**config.mk**
```make
export PLATFORM = sky130hd
export DESIGN_NAME = commit_trace_buffer
export DESIGN_NICKNAME = d
export VERILOG_FILES = /design/src/rtl/trace_pkg.sv /design/src/rtl/trace_fifo.sv /design/src/rtl/commit_trace_buffer.sv
export SDC_FILE = /design/constraint.sdc
export NUM_CORES = 1
export LEC_CHECK = 0
export CAP_MARGIN = 0
export CORE_UTILIZATION = 45
export DETAILED_ROUTE_END_ITERATION = 8
export GPL_TIMING_DRIVEN = 0
export HOLD_SLACK_MARGIN = 0.15
export PLACE_DENSITY = 0.67
export SETUP_SLACK_MARGIN = 0.3
export SKIP_CTS_REPAIR_TIMING = 1
export SLEW_MARGIN = 0
export SYNTH_ARGS = -nofsm -noshare
export SYNTH_HDL_FRONTEND = slang
export SYNTH_HIERARCHICAL = 1
export SYNTH_SLANG_ARGS = --single-unit
```
**constraint.sdc**
```tcl
create_clock -name clk -period 9.8 [get_ports clk]
set_input_delay 1.96 -clock clk [delete_from_list [all_inputs] [get_ports clk]]
set_output_delay 1.96 -clock clk [all_outputs]
set_load 0.02 [all_outputs]
```
**src/rtl/trace_pkg.sv**
```systemverilog
// Shared types for the commit trace recorder.
// TRACE_CYCLE_STAMP_EN adds a 32-bit capture-cycle field to every record.
package trace_pkg;

    typedef enum logic [2:0] {
        REG   = 3'd0,
        LOAD  = 3'd1,
        STORE = 3'd2,
        HALT  = 3'd3,
        OTHER = 3'd4
    } trace_kind_e;

    localparam logic [15:0] TRACE_DROP_MAX = 16'hFFFF;

    typedef struct packed {
`ifdef TRACE_CYCLE_STAMP_EN
        logic [31:0] cycle;
`endif
        trace_kind_e kind;
        logic [31:0] inum;
        logic [15:0] pc;
        logic [3:0]  reg_id;
        logic [15:0] data;
        logic [15:0] addr;
    } trace_rec_t;

endpackage

```
**src/rtl/trace_fifo.sv**
```systemverilog
// Generic synchronous FIFO; pointers carry one extra bit so full and empty
// are told apart by the MSB. A push into a full FIFO succeeds only with a pop.
module trace_fifo #(
    parameter int  DEPTH = 16,
    parameter type T     = logic [7:0]
) (
    input  logic                   clk,
    input  logic                   rst,
    input  logic                   push,
    input  logic                   pop,
    input  T                       din,
    output T                       head,
    output logic                   full,
    output logic                   empty,
    output logic [$clog2(DEPTH):0] count
);
    localparam int AW = $clog2(DEPTH);

    T           mem [DEPTH];
    logic [AW:0] wr_q, wr_d;
    logic [AW:0] rd_q, rd_d;
    logic        do_push, do_pop;

    assign empty   = (wr_q == rd_q);
    assign full    = (wr_q[AW] != rd_q[AW]) && (wr_q[AW-1:0] == rd_q[AW-1:0]);
    assign count   = wr_q - rd_q;
    assign do_pop  = pop & ~empty;
    assign do_push = push & (~full | do_pop);
    assign wr_d    = wr_q + (AW+1)'(do_push);
    assign rd_d    = rd_q + (AW+1)'(do_pop);
    assign head    = mem[rd_q[AW-1:0]];

    always_ff @(posedge clk or posedge rst) begin
        if (rst) begin
            wr_q <= '0;
            rd_q <= '0;
        end else begin
            wr_q <= wr_d;
            rd_q <= rd_d;
        end
    end

    always_ff @(posedge clk) begin
        if (do_push) mem[wr_q[AW-1:0]] <= din;
    end

endmodule

```
**src/rtl/commit_trace_buffer.sv**
```systemverilog
// Classifies each retiring instruction, numbers it and queues it for a
// valid/ready consumer. Optional cycle stamp under TRACE_CYCLE_STAMP_EN.
module commit_trace_buffer
    import trace_pkg::*;
#(
    parameter int DEPTH  = 16,
    parameter int INUM_W = 32
) (
    input  logic        clk,
    input  logic        rst,
    input  logic        cap_en,
    input  logic [15:0] pc,
    input  logic        reg_write,
    input  logic [3:0]  write_reg,
    input  logic [15:0] write_data,
    input  logic        mem_read,
    input  logic        mem_write,
    input  logic [15:0] mem_addr,
    input  logic [15:0] mem_wdata,
    input  logic        hlt,
    output logic        out_valid,
    input  logic        out_ready,
    output trace_rec_t  out_rec,
    output logic        overflow,
    output logic [15:0] drop_cnt,
    output logic        done
);
    localparam int AW = $clog2(DEPTH);

    typedef enum logic {CAPTURE = 1'b0, DRAIN = 1'b1} state_e;

    state_e              state_q, state_d;
    logic [INUM_W-1:0]   inum_q;
    logic                overflow_q;
    logic [15:0]         drop_cnt_q;
    logic                done_q;
`ifdef TRACE_CYCLE_STAMP_EN
    logic [31:0]         cycle_q;
`endif

    trace_rec_t  rec_d, head;
    logic        gen, full, empty, pop_ok, accept, drop;
    logic [AW:0] count, occ_d;

    assign gen    = cap_en && (state_q == CAPTURE);
    assign pop_ok = out_ready & ~empty;
    assign accept = gen & (~full | pop_ok);
    assign drop   = gen & full & ~pop_ok;
    assign occ_d  = count + (AW+1)'(accept) - (AW+1)'(pop_ok);

    always_comb begin
        rec_d      = '0;
        rec_d.inum = 32'(inum_q);
        rec_d.pc   = pc;
`ifdef TRACE_CYCLE_STAMP_EN
        rec_d.cycle = cycle_q;
`endif
        if (reg_write && mem_read) begin
            rec_d.kind   = LOAD;
            rec_d.reg_id = write_reg;
            rec_d.data   = write_data;
            rec_d.addr   = mem_addr;
        end else if (reg_write) begin
            rec_d.kind   = REG;
            rec_d.reg_id = write_reg;
            rec_d.data   = write_data;
        end else if (hlt) begin
            rec_d.kind   = HALT;
        end else if (mem_write) begin
            rec_d.kind   = STORE;
            rec_d.addr   = mem_addr;
            rec_d.data   = mem_wdata;
        end else begin
            rec_d.kind   = OTHER;
        end
    end

    // A dropped HALT still ends capture.
    assign state_d = (gen && rec_d.kind == HALT) ? DRAIN : state_q;

    always_ff @(posedge clk or posedge rst) begin
        if (rst) begin
            state_q    <= CAPTURE;
            inum_q     <= '0;
            overflow_q <= 1'b0;
            drop_cnt_q <= '0;
            done_q     <= 1'b0;
`ifdef TRACE_CYCLE_STAMP_EN
            cycle_q    <= '0;
`endif
        end else begin
            state_q <= state_d;
            done_q  <= (state_d == DRAIN) && (occ_d == '0);
            if (gen) inum_q <= inum_q + 1'b1;
            if (drop) begin
                overflow_q <= 1'b1;
                if (drop_cnt_q != TRACE_DROP_MAX) drop_cnt_q <= drop_cnt_q + 16'd1;
            end
`ifdef TRACE_CYCLE_STAMP_EN
            cycle_q <= cycle_q + 32'd1;
`endif
        end
    end

    trace_fifo #(.DEPTH(DEPTH), .T(trace_rec_t)) u_fifo (
        .clk   (clk),
        .rst   (rst),
        .push  (gen),
        .pop   (out_ready),
        .din   (rec_d),
        .head  (head),
        .full  (full),
        .empty (empty),
        .count (count)
    );

    assign out_valid = ~empty;
    assign out_rec   = empty ? '0 : head;
    assign overflow  = overflow_q;
    assign drop_cnt  = drop_cnt_q;
    assign done      = done_q;

endmodule
```
* Yosys cells after proc, flatten, opt, wreduce, memory -nomap -nowiden
Memory sizes are Yosys's and may differ from the RTL's. Cells that the tools add are included.
Cells by class: $add $sub $neg 7, equal/unequal tests 5, muxes and demuxes 14, bitwise logic cells 9, reduce and logical (&&, ||, !) cells 7
Operator list (count):
- 87-bit 2-to-1 mux | 1
- 32-bit 2-to-1 mux | 2
- 36-bit 2-to-1 mux | 1
- 32-bit by 1-bit adder with 32-bit output (second input constant) | 1
- 16-bit 2-to-1 mux | 2
- 16-bit by 1-bit adder with 16-bit output (second input constant) | 1
- 16-bit != test (second input constant) | 1
- 5-bit by 1-bit adder with 5-bit output | 3
- 3-bit 2-to-1 mux | 4
- 5-bit equality test | 1
- 1-bit logical AND | 5
- 5-bit zero test | 1
- 5-bit by 1-bit subtractor with 5-bit output | 1
- 5-bit subtractor | 1
- 1-bit AND | 4
- 4-bit equality test | 1
- 4-bit 2-to-1 mux | 1
- 1-bit NOT | 4
- 3-bit by 2-bit equality test with 1-bit output (second input constant) | 1
- 1-bit 2-to-1 mux | 3
- 2-bit AND reduction | 1
- 1-bit != test | 1
- 1-bit OR | 1
Word-level totals: bits in registers 61, bits in writable memories 1392, output and inout bits 106, word-level logic and storage cells 50, memories 1
Memories:
- u_fifo.mem | words 16, bits a word 87, rd ports 1, clocked after Yosys merged registers in 0, wr ports 1, line trace_fifo.sv:19 | T mem [DEPTH];

* Depth between registers and ports, before layout
depth after elaboration 9, gate-level depth with buffers 17, depth with buffers taken out 13

* Cells and area by module
Netlist, hierarchy kept.
By module, submodules not included:
- trace_fifo | instances 1, cells an instance 2392, area each 53834.1 um^2, sequential area each 42050.3 um^2
- commit_trace_buffer | instances 1, cells an instance 383, area each 3563.4 um^2, sequential area each 1276.2 um^2

* Worst setup path after synthesis
Ideal clock, no wire load.
path kind in2reg, start input port cap_en, end memory u_fifo/mem[6][0] (netlist name) (enable), arrival time 8460 ps, data required time 9161 ps, path slack 701 ps, stages 5, buffers on the path 1, path through nor2b_4 -> buf_6 -> o31a_1 -> nand3_1 -> nor3_1
On the way: longest elaborated chain between the ends 4
Ends and longest elaborated chain:
- from (decl) | line commit_trace_buffer.sv:11 | input logic cap_en,
- 1-bit logical AND | line commit_trace_buffer.sv:45 | assign gen = cap_en && (state_q == CAPTURE);
- named net gen | line commit_trace_buffer.sv:42 | logic gen, full, empty, pop_ok, accept, drop;
- 1-bit AND | line trace_fifo.sv:28 | assign do_push = push & (~full | do_pop);
- 1-bit 2-to-1 mux | line trace_fifo.sv:44 | if (do_push) mem[wr_q[AW-1:0]] <= din;
- 1-bit 2-to-1 mux (implied by the code) | line trace_fifo.sv:44
- to (decl) | line trace_fifo.sv:19
The timed path passes the listed nets, and every way through them passes these cells.

==> flow_metrics.env <==
export IMPL_synth_warnings=6
export IMPL_hold_class="flip-flop to flip-flop"
export IMPL_grt_max_degree=29
export IMPL_final_setup_viol_count=0
export IMPL_start_util_pct=45.5
export IMPL_seqCellArea_um2=43300
export IMPL_critPathArrivalTime_ns=6.66
export IMPL_cts_made_buffers=145
export IMPL_cp_start_kind="flip-flop"
export IMPL_synthesis_nets=2867
export IMPL_hold_viol_final=0
export IMPL_routed_via_density=5.84
export IMPL_finalSetupTns_ns=0
export IMPL_die_w_um=359
export IMPL_vias=29000
export IMPL_routed_wl_um=136000
export IMPL_final_nets=3283
export IMPL_timing_final_crit_share_pct=87.9
export IMPL_place_hpwl_um=88300
export IMPL_ys_types=57
export IMPL_r2r_slack_ns=3.96
export IMPL_end_kind="primary output"
export IMPL_fin_area_um2=67500
export IMPL_rsz0062_at_grt="no"
export IMPL_rows=130
export IMPL_crit_end="out_rec[66]"
export IMPL_cts_tree="built"
export IMPL_synth_top_area_share_pct=72.8
export IMPL_dp_cells=4694
export IMPL_seq_area_frac_synth_pct=75.5
export IMPL_swShare_pct=31.9
export IMPL_clockBufferDepth=3
export IMPL_die_h_um=359
export IMPL_p_int_w=0.0125
export IMPL_place_gp_congestion=0.774
export IMPL_worst_path_max_fanout=10
export IMPL_avgSynthCellArea_um2=20.7
export IMPL_initialDrtViolationCount=3029
export IMPL_clk_insertion_delay_late_ns=0.76
export IMPL_seqPwrFrac_pct=37.6
export IMPL_power_switching_w=0.00587
export IMPL_r2r_start="u_fifo/rd_q[3]$_DFF_PP0_"
export IMPL_grt_pass1_wl_um=199000
export IMPL_cts_sinks=1453
export IMPL_grt_overflow=0
export IMPL_ir_drop_mv=0.197
export IMPL_syn_cell_area_um2=57400
export IMPL_synthToLayoutAreaGrowth_pct=17.6
export IMPL_grt_pass1_vias=29400
export IMPL_path_clk_slew_ns=0.06
export IMPL_drc=0
export IMPL_multi_input_area_um2=13000
export IMPL_status="finished, final reports clean"
export IMPL_synth_area_top_cells="edfxtp_1 (73%), mux4_2 (8.4%), mux2i_1 (4.6%)"
export IMPL_cp_startpoint="u_fifo/rd_q[3]$_DFF_PP0_"
export IMPL_maxCapViolations=0
export IMPL_reg2reg_depth=16
export IMPL_skew_ns=0.0253
export IMPL_cts_root_buf="clkbuf_16"
export IMPL_postSynth_asyncResetShare_pct=4.20
export IMPL_drv_slew=0
export IMPL_synth_flop_cell="edfxtp_1"
export IMPL_clock_power_share_pct=29.4
export IMPL_postRouteAntennaNets=0
export IMPL_r2r_end="done$_DFF_PP0_"
export IMPL_total_power_w=0.0184
export IMPL_htreeDepth=4
export IMPL_p_leak_nw=23.2
export IMPL_drt_pass1_iter_count=5
export IMPL_nFillCells=9551
export IMPL_tightest_slew_ns=1.41
export IMPL_comb_power_share_pct=33.0
export IMPL_die_area_um2=129000
export IMPL_p_per_area_nw_per_um2=273
export IMPL_pin_count=182
export IMPL_gr_usage_all_layers_pct=21.1
export IMPL_synth_top_area_cell="edfxtp_1"
export IMPL_synth_cells=2775
export IMPL_worstSetupPathType="flip-flop to primary output"
export IMPL_coreArea_um2=126000
export IMPL_io_buffer_count=180
export IMPL_max_slew_margin_pct=6.05
export IMPL_wire_per_inst_um=27.5
export IMPL_fmax_mhz=116
export IMPL_period_needed_ns=8.62
export IMPL_finalNonFillerCells=4957
export IMPL_placed_area_um2=62900
export IMPL_synth_edff_count=1392
export IMPL_yosys_register_bits=1453
export IMPL_grt_antenna_before_repair=5
export IMPL_drive_gt1_share_pct=18.8
export IMPL_required_ns=7.84
==> per-stage QoR <==
step           hold WS, ns  setup WS, ns  utilization (%)
3_5_place_dp         0.455          2.01             49.9
3_3_place_gp         0.454         -6.91             48.6
5_1_grt              0.498          1.03             53.5
6_report             0.469          1.18             53.5
2_1_floorplan        0.501         0.701                -
4_1_cts              0.472          1.17             53.5
==> sequential cells by signal (all words and copies together), names as in the netlist <==
register	flops
done	1
drop_cnt	16
inum_q	32
overflow	1
state_q	1
u_fifo/mem	1392
u_fifo/rd_q	5
u_fifo/wr_q	5
==> cell families after synthesis <==
group | synth area share (%)
AOI/OAI and AO/OA | 3.34
xor gates and xnor gates | 0.916
adders and majority gates | 0.375
buffers and inverters | 2.09
DFF | 75.5
muxes | 15.1
and+or+nand+nor | 2.65
==> worst max-delay path: stages (launching register included) <==
cell and delay (ns):
dfrtp_1 0.36, buf_2 0.26, inv_1 0.63, clkbuf_1 0.69, clkbuf_1 0.58, ha_1 0.28
nand4_1 0.20, nor2_4 0.69, clkbuf_1 0.78, clkbuf_1 0.58, nor2b_1 0.23, clkdlybuf4s50_1 0.59
==> Yosys cell counts, types with 23 or more instances <==
master and count:
buf_6 35, mux2i_1 261, mux4_1 47, edfxtp_1 1392
nor2b_1 90, and2_1 27, buf_2 37, mux4_2 214
clkbuf_1 69, xnor2_1 38, o21ai_0 116, a221oi_1 87
o21ai_1 58, nand4_1 23, dfrtp_1 61
==> power groups by stage <==
stage	logic (W)	registers [W]	clock network, W
6_report	0.00607	0.00693	0.00541
5_1_grt	0.00647	0.00693	0.00573
4_1_cts	0.00616	0.00693	0.00550
3_5_place_dp	0.00613	0.00706	0
3_3_place_gp	0.00608	0.00706	0
2_1_floorplan	0.00380	0.00702	0
==> layout by cell type (no fill, tap or decap), types with 17 or more instances in the layout <==
master / count
nand4_1: 23
nor2b_1: 90
nand3_1: 17
buf_12: 50
and2_1: 27
buf_2: 37
o21ai_1: 58
inv_1: 17
xor2_1: 22
mux4_2: 214
mux4_1: 47
clkbuf_1: 108
buf_6: 69
mux2i_1: 261
dfrtp_1: 61
nand2_1: 22
clkinv_1: 28
edfxtp_1: 1392
clkbuf_16: 147
clkinv_2: 17
o21ai_0: 116
clkdlybuf4s50_1: 180
xnor2_1: 38
a221oi_1: 87
==> cell type report <==
type	instances	area share (%)
Sequential cell	1453	64.2
Timing Repair Buffer	269	4.84
Clock buffer	188	5.71
Buffer	158	1.68
Multi-Input combinational cell	1146	19.3
Tap cell	1650	3.06
Inverter	18	0.100
Clock inverter	73	1.15
Antenna cell	2	0.00742
==> worst min-delay path by stage <==
stage / startpoint / end / slack, ns / depth (start not counted)
2_1_floorplan: u_fifo/wr_q[4]$_DFF_PP0_ / u_fifo/wr_q[4]$_DFF_PP0_ / 0.50 / 1
3_3_place_gp: overflow$_DFFE_PP0P_ / overflow$_DFFE_PP0P_ / 0.45 / 1
3_5_place_dp: overflow$_DFFE_PP0P_ / overflow$_DFFE_PP0P_ / 0.46 / 1
4_1_cts: overflow$_DFFE_PP0P_ / overflow$_DFFE_PP0P_ / 0.47 / 1
5_1_grt: overflow$_DFFE_PP0P_ / overflow$_DFFE_PP0P_ / 0.50 / 1
6_report: overflow$_DFFE_PP0P_ / overflow$_DFFE_PP0P_ / 0.47 / 1
==> per-layer routing <==
metal  up-vias  track usage [%]  wire length, µm
li1      12300                -                -
met1     15400             28.9            56500
met2      1103             34.4            66600
met3       169             4.77            10600
met4         0             5.15             2470
met5         -                0                0
(Power assumes the default switching activity.)
